### config.mk
export PLATFORM = sky130hd
export DESIGN_NAME = ff_excitation_sequencer_flat
export DESIGN_NICKNAME = d
export VERILOG_FILES = /design/src/rtl/ff_excitation_sequencer_if.sv /design/src/rtl/ff_excitation_sequencer.sv /design/src/flat_wrapper.sv
export SDC_FILE = /design/constraint.sdc
export NUM_CORES = 1
export LEC_CHECK = 0
export CAP_MARGIN = 20
export CORE_MARGIN = 8
export CORE_UTILIZATION = 45
export CTS_CLUSTER_DIAMETER = 30
export DETAILED_ROUTE_END_ITERATION = 7
export PLACE_DENSITY = 0.72
export RECOVER_POWER = 50
export SYNTH_ARGS = -nofsm -noshare
export SYNTH_HDL_FRONTEND = slang
export SYNTH_SLANG_ARGS = --single-unit
### constraint.sdc
create_clock -name clk -period 2.6 [get_ports clk]
set_input_delay 0.52 -clock clk [delete_from_list [all_inputs] [get_ports clk]]
set_output_delay 0.52 -clock clk [all_outputs]
set_load 0.03 [all_outputs]
### src/rtl/ff_excitation_sequencer_if.sv
// Control bus and flip-flop excitation/observation signals of the excitation sequencer.
// slave = sequencer side, master = controller / flip-flop side.
interface ff_excitation_sequencer_if #(parameter int N = 8);
  logic         start;
  logic         abort;
  logic [N-1:0] pattern;
  logic [3:0]   len;
  logic         q_sr, q_jk, q_t;
  logic         ff_reset;
  logic         s, r, j, k, t;
  logic         busy, done;
  logic         err_sr, err_jk, err_t;
  logic [3:0]   mism_cnt;

  modport slave (
    input  start, abort, pattern, len, q_sr, q_jk, q_t,
    output ff_reset, s, r, j, k, t, busy, done, err_sr, err_jk, err_t, mism_cnt
  );

  modport master (
    output start, abort, pattern, len, q_sr, q_jk, q_t,
    input  ff_reset, s, r, j, k, t, busy, done, err_sr, err_jk, err_t, mism_cnt
  );
endinterface

### src/rtl/ff_excitation_sequencer.sv
// Drives SR/JK/T flip-flops through a target Q pattern and checks each one
// follows it with a one-step lag; flags and counts mismatches per run.
module ff_excitation_sequencer #(
  parameter int N = 8
) (
  input logic                    clk,
  input logic                    reset,
  ff_excitation_sequencer_if.slave bus
);
  localparam int W = $clog2(N + 1);

  typedef enum logic [1:0] {IDLE, INIT, RUN, CHECK} state_t;

  state_t       state_q, state_d;
  logic [N-1:0] pattern_q;
  logic [3:0]   len_q;
  logic [W-1:0] step_q;
  logic [W-1:0] l_eff;
  logic         done_q;
  logic         err_sr_q, err_jk_q, err_t_q;
  logic [3:0]   mism_q;

  logic [N-1:0] pat_cur, pat_prev, pat_last;
  logic         tg, q_exp, last_step, cmp_en;
  logic         m_sr, m_jk, m_t;
  int           len_i;

  always_comb begin
    len_i    = int'(len_q);
    l_eff    = (len_q == 4'd0 || len_i > N) ? W'(N) : W'(len_i);
    pat_cur  = pattern_q >> step_q;
    pat_prev = pattern_q >> (step_q - W'(1));
    pat_last = pattern_q >> (l_eff - W'(1));
    tg       = pat_cur[0];
    last_step = (step_q == l_eff - W'(1));
    // a flip-flop shows step i's target one cycle later, so compares lag by one
    if (state_q == CHECK) q_exp = pat_last[0];
    else if (step_q == '0) q_exp = 1'b0;
    else q_exp = pat_prev[0];
    cmp_en = (state_q == RUN || state_q == CHECK) && !bus.abort;
    m_sr   = cmp_en && (bus.q_sr != q_exp);
    m_jk   = cmp_en && (bus.q_jk != q_exp);
    m_t    = cmp_en && (bus.q_t  != q_exp);
  end

  always_comb begin
    bus.s = 1'b0;
    bus.r = 1'b0;
    bus.j = 1'b0;
    bus.k = 1'b0;
    bus.t = 1'b0;
    if (state_q == RUN) begin
      bus.s = tg & ~bus.q_sr;
      bus.r = ~tg & bus.q_sr;
      bus.j = tg;
      bus.k = ~tg;
      bus.t = tg ^ bus.q_t;
    end
  end

  always_comb begin
    state_d = state_q;
    case (state_q)
      IDLE:    if (bus.start) state_d = INIT;
      INIT:    state_d = RUN;
      RUN:     if (last_step) state_d = CHECK;
      CHECK:   state_d = IDLE;
      default: state_d = IDLE;
    endcase
    if (bus.abort && state_q != IDLE) state_d = IDLE;
  end

  always_ff @(posedge clk) begin
    if (reset) begin
      state_q   <= IDLE;
      pattern_q <= '0;
      len_q     <= '0;
      step_q    <= '0;
      done_q    <= 1'b0;
      err_sr_q  <= 1'b0;
      err_jk_q  <= 1'b0;
      err_t_q   <= 1'b0;
      mism_q    <= '0;
    end else begin
      state_q <= state_d;
      done_q  <= (state_q == CHECK) && !bus.abort;
      if (state_q == IDLE && bus.start) begin
        pattern_q <= bus.pattern;
        len_q     <= bus.len;
        step_q    <= '0;
        err_sr_q  <= 1'b0;
        err_jk_q  <= 1'b0;
        err_t_q   <= 1'b0;
        mism_q    <= '0;
      end else begin
        if (state_q == RUN && !last_step) step_q <= step_q + W'(1);
        err_sr_q <= err_sr_q | m_sr;
        err_jk_q <= err_jk_q | m_jk;
        err_t_q  <= err_t_q | m_t;
        if ((m_sr || m_jk || m_t) && mism_q != 4'hF) mism_q <= mism_q + 4'd1;
      end
    end
  end

  assign bus.ff_reset = (state_q == INIT);
  assign bus.busy     = (state_q != IDLE);
  assign bus.done     = done_q;
  assign bus.err_sr   = err_sr_q;
  assign bus.err_jk   = err_jk_q;
  assign bus.err_t    = err_t_q;
  assign bus.mism_cnt = mism_q;
endmodule

### src/flat_wrapper.sv
// flat-port wrapper written by rule: the top's interface ports become plain ports
module ff_excitation_sequencer_flat 
#(
  parameter int N = 8
)
  (clk, reset, bus_start, bus_abort, bus_pattern, bus_len, bus_q_sr, bus_q_jk, bus_q_t, bus_ff_reset, bus_s, bus_r, bus_j, bus_k, bus_t, bus_busy, bus_done, bus_err_sr, bus_err_jk, bus_err_t, bus_mism_cnt);
  ff_excitation_sequencer_if #(.N(N)) bus_i ();
  input logic clk;
  input logic reset;
  input wire logic [$bits(bus_i.start)-1:0] bus_start;
  input wire logic [$bits(bus_i.abort)-1:0] bus_abort;
  input wire logic [$bits(bus_i.pattern)-1:0] bus_pattern;
  input wire logic [$bits(bus_i.len)-1:0] bus_len;
  input wire logic [$bits(bus_i.q_sr)-1:0] bus_q_sr;
  input wire logic [$bits(bus_i.q_jk)-1:0] bus_q_jk;
  input wire logic [$bits(bus_i.q_t)-1:0] bus_q_t;
  output wire logic [$bits(bus_i.ff_reset)-1:0] bus_ff_reset;
  output wire logic [$bits(bus_i.s)-1:0] bus_s;
  output wire logic [$bits(bus_i.r)-1:0] bus_r;
  output wire logic [$bits(bus_i.j)-1:0] bus_j;
  output wire logic [$bits(bus_i.k)-1:0] bus_k;
  output wire logic [$bits(bus_i.t)-1:0] bus_t;
  output wire logic [$bits(bus_i.busy)-1:0] bus_busy;
  output wire logic [$bits(bus_i.done)-1:0] bus_done;
  output wire logic [$bits(bus_i.err_sr)-1:0] bus_err_sr;
  output wire logic [$bits(bus_i.err_jk)-1:0] bus_err_jk;
  output wire logic [$bits(bus_i.err_t)-1:0] bus_err_t;
  output wire logic [$bits(bus_i.mism_cnt)-1:0] bus_mism_cnt;
  assign bus_i.start = bus_start;
  assign bus_i.abort = bus_abort;
  assign bus_i.pattern = bus_pattern;
  assign bus_i.len = bus_len;
  assign bus_i.q_sr = bus_q_sr;
  assign bus_i.q_jk = bus_q_jk;
  assign bus_i.q_t = bus_q_t;
  assign bus_ff_reset = bus_i.ff_reset;
  assign bus_s = bus_i.s;
  assign bus_r = bus_i.r;
  assign bus_j = bus_i.j;
  assign bus_k = bus_i.k;
  assign bus_t = bus_i.t;
  assign bus_busy = bus_i.busy;
  assign bus_done = bus_i.done;
  assign bus_err_sr = bus_i.err_sr;
  assign bus_err_jk = bus_i.err_jk;
  assign bus_err_t = bus_i.err_t;
  assign bus_mism_cnt = bus_i.mism_cnt;
  ff_excitation_sequencer #(.N(N)) u_core (.clk(clk), .reset(reset), .bus(bus_i));
endmodule
==> results.json, run 1 <==
{
  "outcome": "completed",
  "multi_input_area_um2": 976,
  "syn-instance-count": 171,
  "synthTopCellsByCount": "29 x nand2_1, 26 x dfxtp_1, 21 x a21oi_1, 15 x nor2_1, 8 x ha_1",
  "timing.final.crit_share_pct": 96.4,
  "maxCapViolCount": 0,
  "rsz0062_at_grt": "true",
  "critPathLaunchType": "flip-flop",
  "vias": 1336,
  "regArea_um2": 524,
  "pin_count": 34,
  "hold_class": "reg -> reg",
  "ys_ff_latch": 26,
  "synth_top_area_share_pct": 33.8,
  "fin_crit_ps": 2510,
  "power_switching_w": 0.000599,
  "final_nets": 239,
  "fill_cells": 314,
  "postCtsSetupRepairBufs": 0,
  "worst_pin_slew_ps": 676,
  "critical_path.max_stage_delay_ps": 360,
  "layout_setup_ws_ps": 93.2,
  "synth.distinct_cells": 39,
  "gp_congestion": 0.915,
  "avgRoutedWirePerCell_um": 14.1,
  "gr-usage-all-layers_pct": 13.0,
  "drc_errors": 0,
  "skew_ps": 10.1,
  "hpwlAfterDp_mm": 2.84,
  "postCtsHoldBufs": 0,
  "start_util_pct": 46.4,
  "synth_edf_count": 0,
  "vias_per_cell": 5.22,
  "first_iter_violations": 54,
  "relSlewSlack_pct": 54.8,
  "final_layout_size_suffix_gt1_share_pct": 16.7,
  "diodes": 0,
  "h-tree-depth": 1,
  "synth_area_per_cell_um2": 8.99,
  "synth_flop_cell": "dfxtp_1",
  "port_buffers": 33,
  "syn_to_final_growth_pct": 30.2,
  "pwr-share-clk_pct": 11.2,
  "required_ps": 2850,
  "p_int_w": 0.000888,
  "grt_pass1_vias": 1280,
  "synth_top_cell_by_area": "dfxtp_1",
  "ir_worst_vdd_mv": 0.425,
  "swShare_pct": 40.3,
  "cp_top_family": "multiplexers",
  "syn_area_um2": 1540,
  "synth_nets": 198,
  "ys_seq_area_share_pct": 33.8,
  "grt_max_degree": 17,
  "finalMaxSlewViolations": 0,
  "max_freq_mhz": 399,
  "clock_latency_ps": 310,
  "num_rows": 21,
  "cellLeakagePower_nw": 0.776,
  "hold_violations": 0,
  "cts_buffer_depth": 2,
  "synth.most_common_cell": "nand2_1",
  "grt_overflow_total": 0,
  "endpoint_kind": "flip-flop",
  "path_buf_inv": 0,
  "core-area_um2": 3310,
  "place_ws_ps": -65.5,
  "clk_pin_slew_ps": 140,
  "final_antenna_net_count": 0,
  "crit_chain": "nand2b_1 > ha_4 > mux2_2 > a311oi_4 > o32ai_4 > mux2_4 > and4b_4 > a211oi_2",
  "cts_tree": "done",
  "setup-tns-final_ps": 0,
  "seq_power_share_pct": 35.0,
  "synth.top_cells.by_area": "dfxtp_1 34%, nand2_1 7.1%, a21oi_1 6.8%, ha_1 6.5%, mux2i_1 4.6%",
  "cts_buffers": 3,
  "r2r_setup_slack_ps": 90,
  "routed_wl_mm": 3.62,
  "combPwrFrac_pct": 53.9,
  "path_max_fanout": 5,
  "crit_type": "reg -> reg",
  "clock-sinks": 26,
  "die_h_um": 74.5,
  "yosysWarningCount": 0,
  "dieWidth_um": 74.5,
  "crit_arrival_ps": 2750,
  "root_buffer": "clkbuf_4",
  "grt_pass1_wl_mm": 5.66,
  "setup_viol": 0,
  "antenna_found_initial": 0,
  "dieArea_um2": 5540,
  "drtPass1Iterations": 4,
  "powerDensity_nw_per_um2": 743,
  "synth-async-reset-ratio_pct": 0,
  "slowest_stage": "dfxtp_1"
}
==> registers in the layout (all words and copies together) (netlist names) <==
signal               cells
u_core.bus.done          1
u_core.bus.err_jk        1
u_core.bus.err_sr        1
u_core.bus.err_t         1
u_core.bus.mism_cnt      4
u_core.len_q             4
u_core.pattern_q         8
u_core.state_q           2
u_core.step_q            4
==> final cells by class <==
| cell class | count | area share [%] |
|---|---|---|
| Clock buffer | 3 | 1.13 |
| Multi-Input combinational cell | 131 | 48.8 |
| Timing Repair Buffer | 43 | 19.7 |
| Sequential cell | 26 | 26.2 |
| Tap cell | 46 | 2.88 |
| Inverter | 7 | 1.31 |
==> layer usage <==
metal	up-vias	global-route usage [%]	share of wire [%]
met5	-	0	0
met4	0	4.57	0.58
met3	2	3.10	6.0
met2	35	23.7	51
met1	627	14.2	42
li1	672	-	-
==> power by group through the flow <==
stage                     sequential [W]  clock, W  combinational (W)
final                           0.000520  0.000166           0.000801
after global routing            0.000527  0.000188           0.000872
after CTS                       0.000517  0.000174           0.000778
after detailed placement        0.000525         0           0.000771
after global placement          0.000519         0           0.000744
after floorplan                 0.000516         0           0.000551
==> cell usage in the layout (no fill, tap or decap), types with 3 or more instances in the layout <==
master | Yosys | final
xor2_1 | 7 | 7
nand2_1 | 29 | 29
and2_1 | 3 | 3
mux4_2 | 2 | 4
xnor2_1 | 4 | 4
buf_4 | 1 | 12
dlygate4sd3_1 | 0 | 6
clkbuf_4 | 0 | 3
dfxtp_1 | 26 | 25
clkdlybuf4s50_1 | 0 | 22
nand2b_1 | 3 | 3
ha_1 | 8 | 6
inv_1 | 7 | 7
nor2_1 | 15 | 15
mux2i_1 | 7 | 6
a21oi_1 | 21 | 21
==> worst reg2reg max path: cells and delay by family, from the launching register on <==
family	cells	cell delay [ps]
compound gates	3	680
fa+ha+maj	1	300
simple gates	2	400
mux	2	700
flops	1	360
==> worst paths after layout <==
kind,start,endpoint,cells past startpoint
max,u_core.len_q[3],u_core.bus.mism_cnt[3],8
min,u_core.len_q[2],u_core.len_q[2],2
max reg2reg,u_core.len_q[3],u_core.bus.mism_cnt[3],8
min reg2reg,u_core.len_q[2],u_core.len_q[2],2
==> metrics by stage <==
step	area [µm²]	power (W)	utilization [%]	instances	hold WS [ps]
after floorplan	1540	0.00107	-	171	432
after global placement	1950	0.00126	59.0	253	444
final	2000	0.00149	60.5	256	469
after global routing	2000	0.00159	60.5	256	503
after detailed placement	1950	0.00130	59.0	253	449
after CTS	1980	0.00147	59.9	256	467
==> what timing repair did <==
| item | in CTS | in global routing |
|---|---|---|
| setup endpoints to repair | 7 | 5 |
| pin swaps | 0 | 1 |
| resized for setup | 6 | 7 |
==> kinds of logic (layout without fill, tap and decap cells) <==
kind of cell | count (synthesis) | in the layout | share of synthesized area, %
muxes | 13 | 13 | 12.6
AOI/OAI and AO/OA | 34 | 34 | 16.1
xor gates and xnor gates | 12 | 12 | 7.32
adders and majority gates | 8 | 8 | 6.51
buffers and inverters | 14 | 53 | 4.23
DFF | 26 | 26 | 33.8
and+or+nand+nor | 64 | 64 | 19.4
No activity file was read; power rests on OpenSTA's default activity.
==> run 2, diff against run 1 <==
CELL_PAD_IN_SITES_DETAIL_PLACEMENT = 2   (was not set)
CELL_PAD_IN_SITES_GLOBAL_PLACEMENT = 2   (was not set)
CORE_UTILIZATION = 27   (was 45)
==> run 2 against run 1 <==
Highest routed layer unchanged. Flip-flop and latch count did not move. Via count rose by 6.4%. Clock skew fell by 1.3 ps. Core utilization fell by 22 points. Register-to-register slack barely moved. Critical endpoint unchanged. Final area rose by 6.6%. First-iteration DRC count fell by 57%.
==> results.json, run 2 (synthesis results as in run 1) <==
{
  "port_buffers": 33,
  "placed_area_um2": 2050,
  "worstReg2RegStart": "u_core.len_q[3]",
  "seq_power_share_pct": 30.7,
  "r2r_setup_slack_ps": 100,
  "power_switching_w": 0.000669,
  "grt_max_degree": 16,
  "ir_worst_vdd_mv": 0.364,
  "critical_path.max_stage_delay_ps": 350,
  "gr-usage-all-layers_pct": 12.2,
  "antenna_found_initial": 0,
  "maxCapViolCount": 0,
  "r2r-end": "u_core.bus.mism_cnt[3]",
  "gp_congestion": 0.817,
  "top_register": "u_core.pattern_q",
  "cp_top_family": "multiplexers",
  "worst_pin_slew_ps": 624,
  "start_util_pct": 27.9,
  "postLayoutCoreUtil_pct": 38.8,
  "skew_ps": 8.81,
  "final_layout_size_suffix_gt1_share_pct": 19.6,
  "critPathLaunchType": "flip-flop",
  "slowest_stage": "dfxtp_1",
  "path_max_fanout": 5,
  "final_area_um2": 2130,
  "swShare_pct": 40.0,
  "hold_class": "reg -> reg",
  "worst-path-stages": 8,
  "setup_viol": 0,
  "crit_chain": "nand2b_1 > ha_4 > mux2_2 > a311oi_4 > o32ai_4 > mux2_4 > and4b_4 > a211oi_2",
  "dieArea_um2": 8370,
  "grt_overflow_total": 0,
  "grt_pass1_vias": 1687,
  "final_antenna_net_count": 0,
  "core-area_um2": 5510,
  "die_h_um": 91.5,
  "fin_crit_ps": 2500,
  "drc_errors": 0,
  "vias_per_cell": 4.89,
  "hold_violations": 0,
  "syn_to_final_growth_pct": 38.8,
  "root_buffer": "clkbuf_8",
  "place_ws_ps": -82.6,
  "required_ps": 2810,
  "drtPass1Iterations": 4,
  "min_from": "u_core.len_q[2]",
  "final_nets": 247,
  "p_int_w": 0.00100,
  "layout_setup_ws_ps": 100,
  "path_buf_inv": 0,
  "timing.final.crit_share_pct": 96.1,
  "power_w": 0.00167,
  "avgRoutedWirePerCell_um": 16.8,
  "postCtsHoldBufs": 0,
  "outcome": "completed",
  "layout_commonest_cell": "nand2_1",
  "first_iter_violations": 23,
  "reg2reg_depth": 8,
  "routed_wl_mm": 4.90,
  "crit_arrival_ps": 2710,
  "clk_pin_slew_ps": 100,
  "rsz0062_at_grt": "true",
  "clock-sinks": 26,
  "cts_buffer_depth": 2,
  "crit_start": "u_core.len_q[3]",
  "dieWidth_um": 91.5,
  "critical_path.endpoint": "u_core.bus.mism_cnt[3]",
  "finalMaxSlewViolations": 0,
  "postCtsSetupRepairBufs": 0,
  "relSlewSlack_pct": 58.2,
  "pwr-share-clk_pct": 16.4,
  "combPwrFrac_pct": 52.9,
  "diodes": 0,
  "cellLeakagePower_nw": 0.836,
  "cts_tree": "done",
  "cts_buffers": 3,
  "grt_pass1_wl_mm": 8.37,
  "max_freq_mhz": 400,
  "vias": 1422,
  "crit_type": "reg -> reg",
  "num_rows": 27,
  "powerDensity_nw_per_um2": 784,
  "largest_reg_flops": 8,
  "layout_common_cells": "29 x nand2_1, 25 x dfxtp_1, 22 x clkdlybuf4s50_1",
  "pin_count": 34,
  "hpwlAfterDp_mm": 3.97,
  "clock_latency_ps": 280,
  "h-tree-depth": 1,
  "endpoint_kind": "flip-flop"
}
-- run 2: final cells by class --
cell class              count  area [µm²]
repair buffers             51         452
inverters                   7        26.3
flip-flops and latches     26         524
clock buffers               4        55.1
well taps                  72        90.1
fillers                   614        3370
multi-input cells         131         987
-- run 2: power groups by stage --
stage | sequential (W) | clock, W | combinational (W)
global route | 0.000524 | 0.000299 | 0.000967
global placement | 0.000515 | 0 | 0.000820
finish | 0.000514 | 0.000275 | 0.000885
CTS | 0.000514 | 0.000280 | 0.000880
floorplan | 0.000516 | 0 | 0.000551
detailed placement | 0.000522 | 0 | 0.000865
-- run 2: worst register-to-register path, stage by stage, from the launching register on --
cell and delay, ps:
dfxtp_1 350, nand2b_1 190, ha_4 300, mux2_2 350, a311oi_4 340, o32ai_4 170
mux2_4 350, and4b_4 190, a211oi_2 190
-- run 2: repair_timing --
action                                  CTS  global route
pin swaps                                 0             3
endpoints found under the setup margin    7             8
resized for setup                         6             9
-- run 2: how the worst min path moves through the flow --
stage / depth (start not counted) / slack [ps] / to
floorplan: 2 / 430 / u_core.len_q[2]
global placement: 2 / 450 / u_core.len_q[1]
detailed placement: 2 / 460 / u_core.len_q[2]
CTS: 2 / 470 / u_core.len_q[2]
global route: 2 / 490 / u_core.len_q[2]
finish: 2 / 470 / u_core.len_q[2]
-- run 2: metal layers --
metal / GRT usage [%] / routed length [µm]
met5: 0 / 0
met4: 3.41 / 46
met3: 2.96 / 224
met2: 22.7 / 2590
met1: 13.2 / 2030
-- run 2: per-stage QoR --
| stage | instances | hold slack [ps] | setup TNS [ps] |
|---|---|---|---|
| floorplan | 171 | 432 | 0 |
| global placement | 287 | 446 | 0 |
| detailed placement | 287 | 459 | -160 |
| CTS | 291 | 473 | 0 |
| global route | 291 | 494 | -16.8 |
| finish | 291 | 468 | 0 |
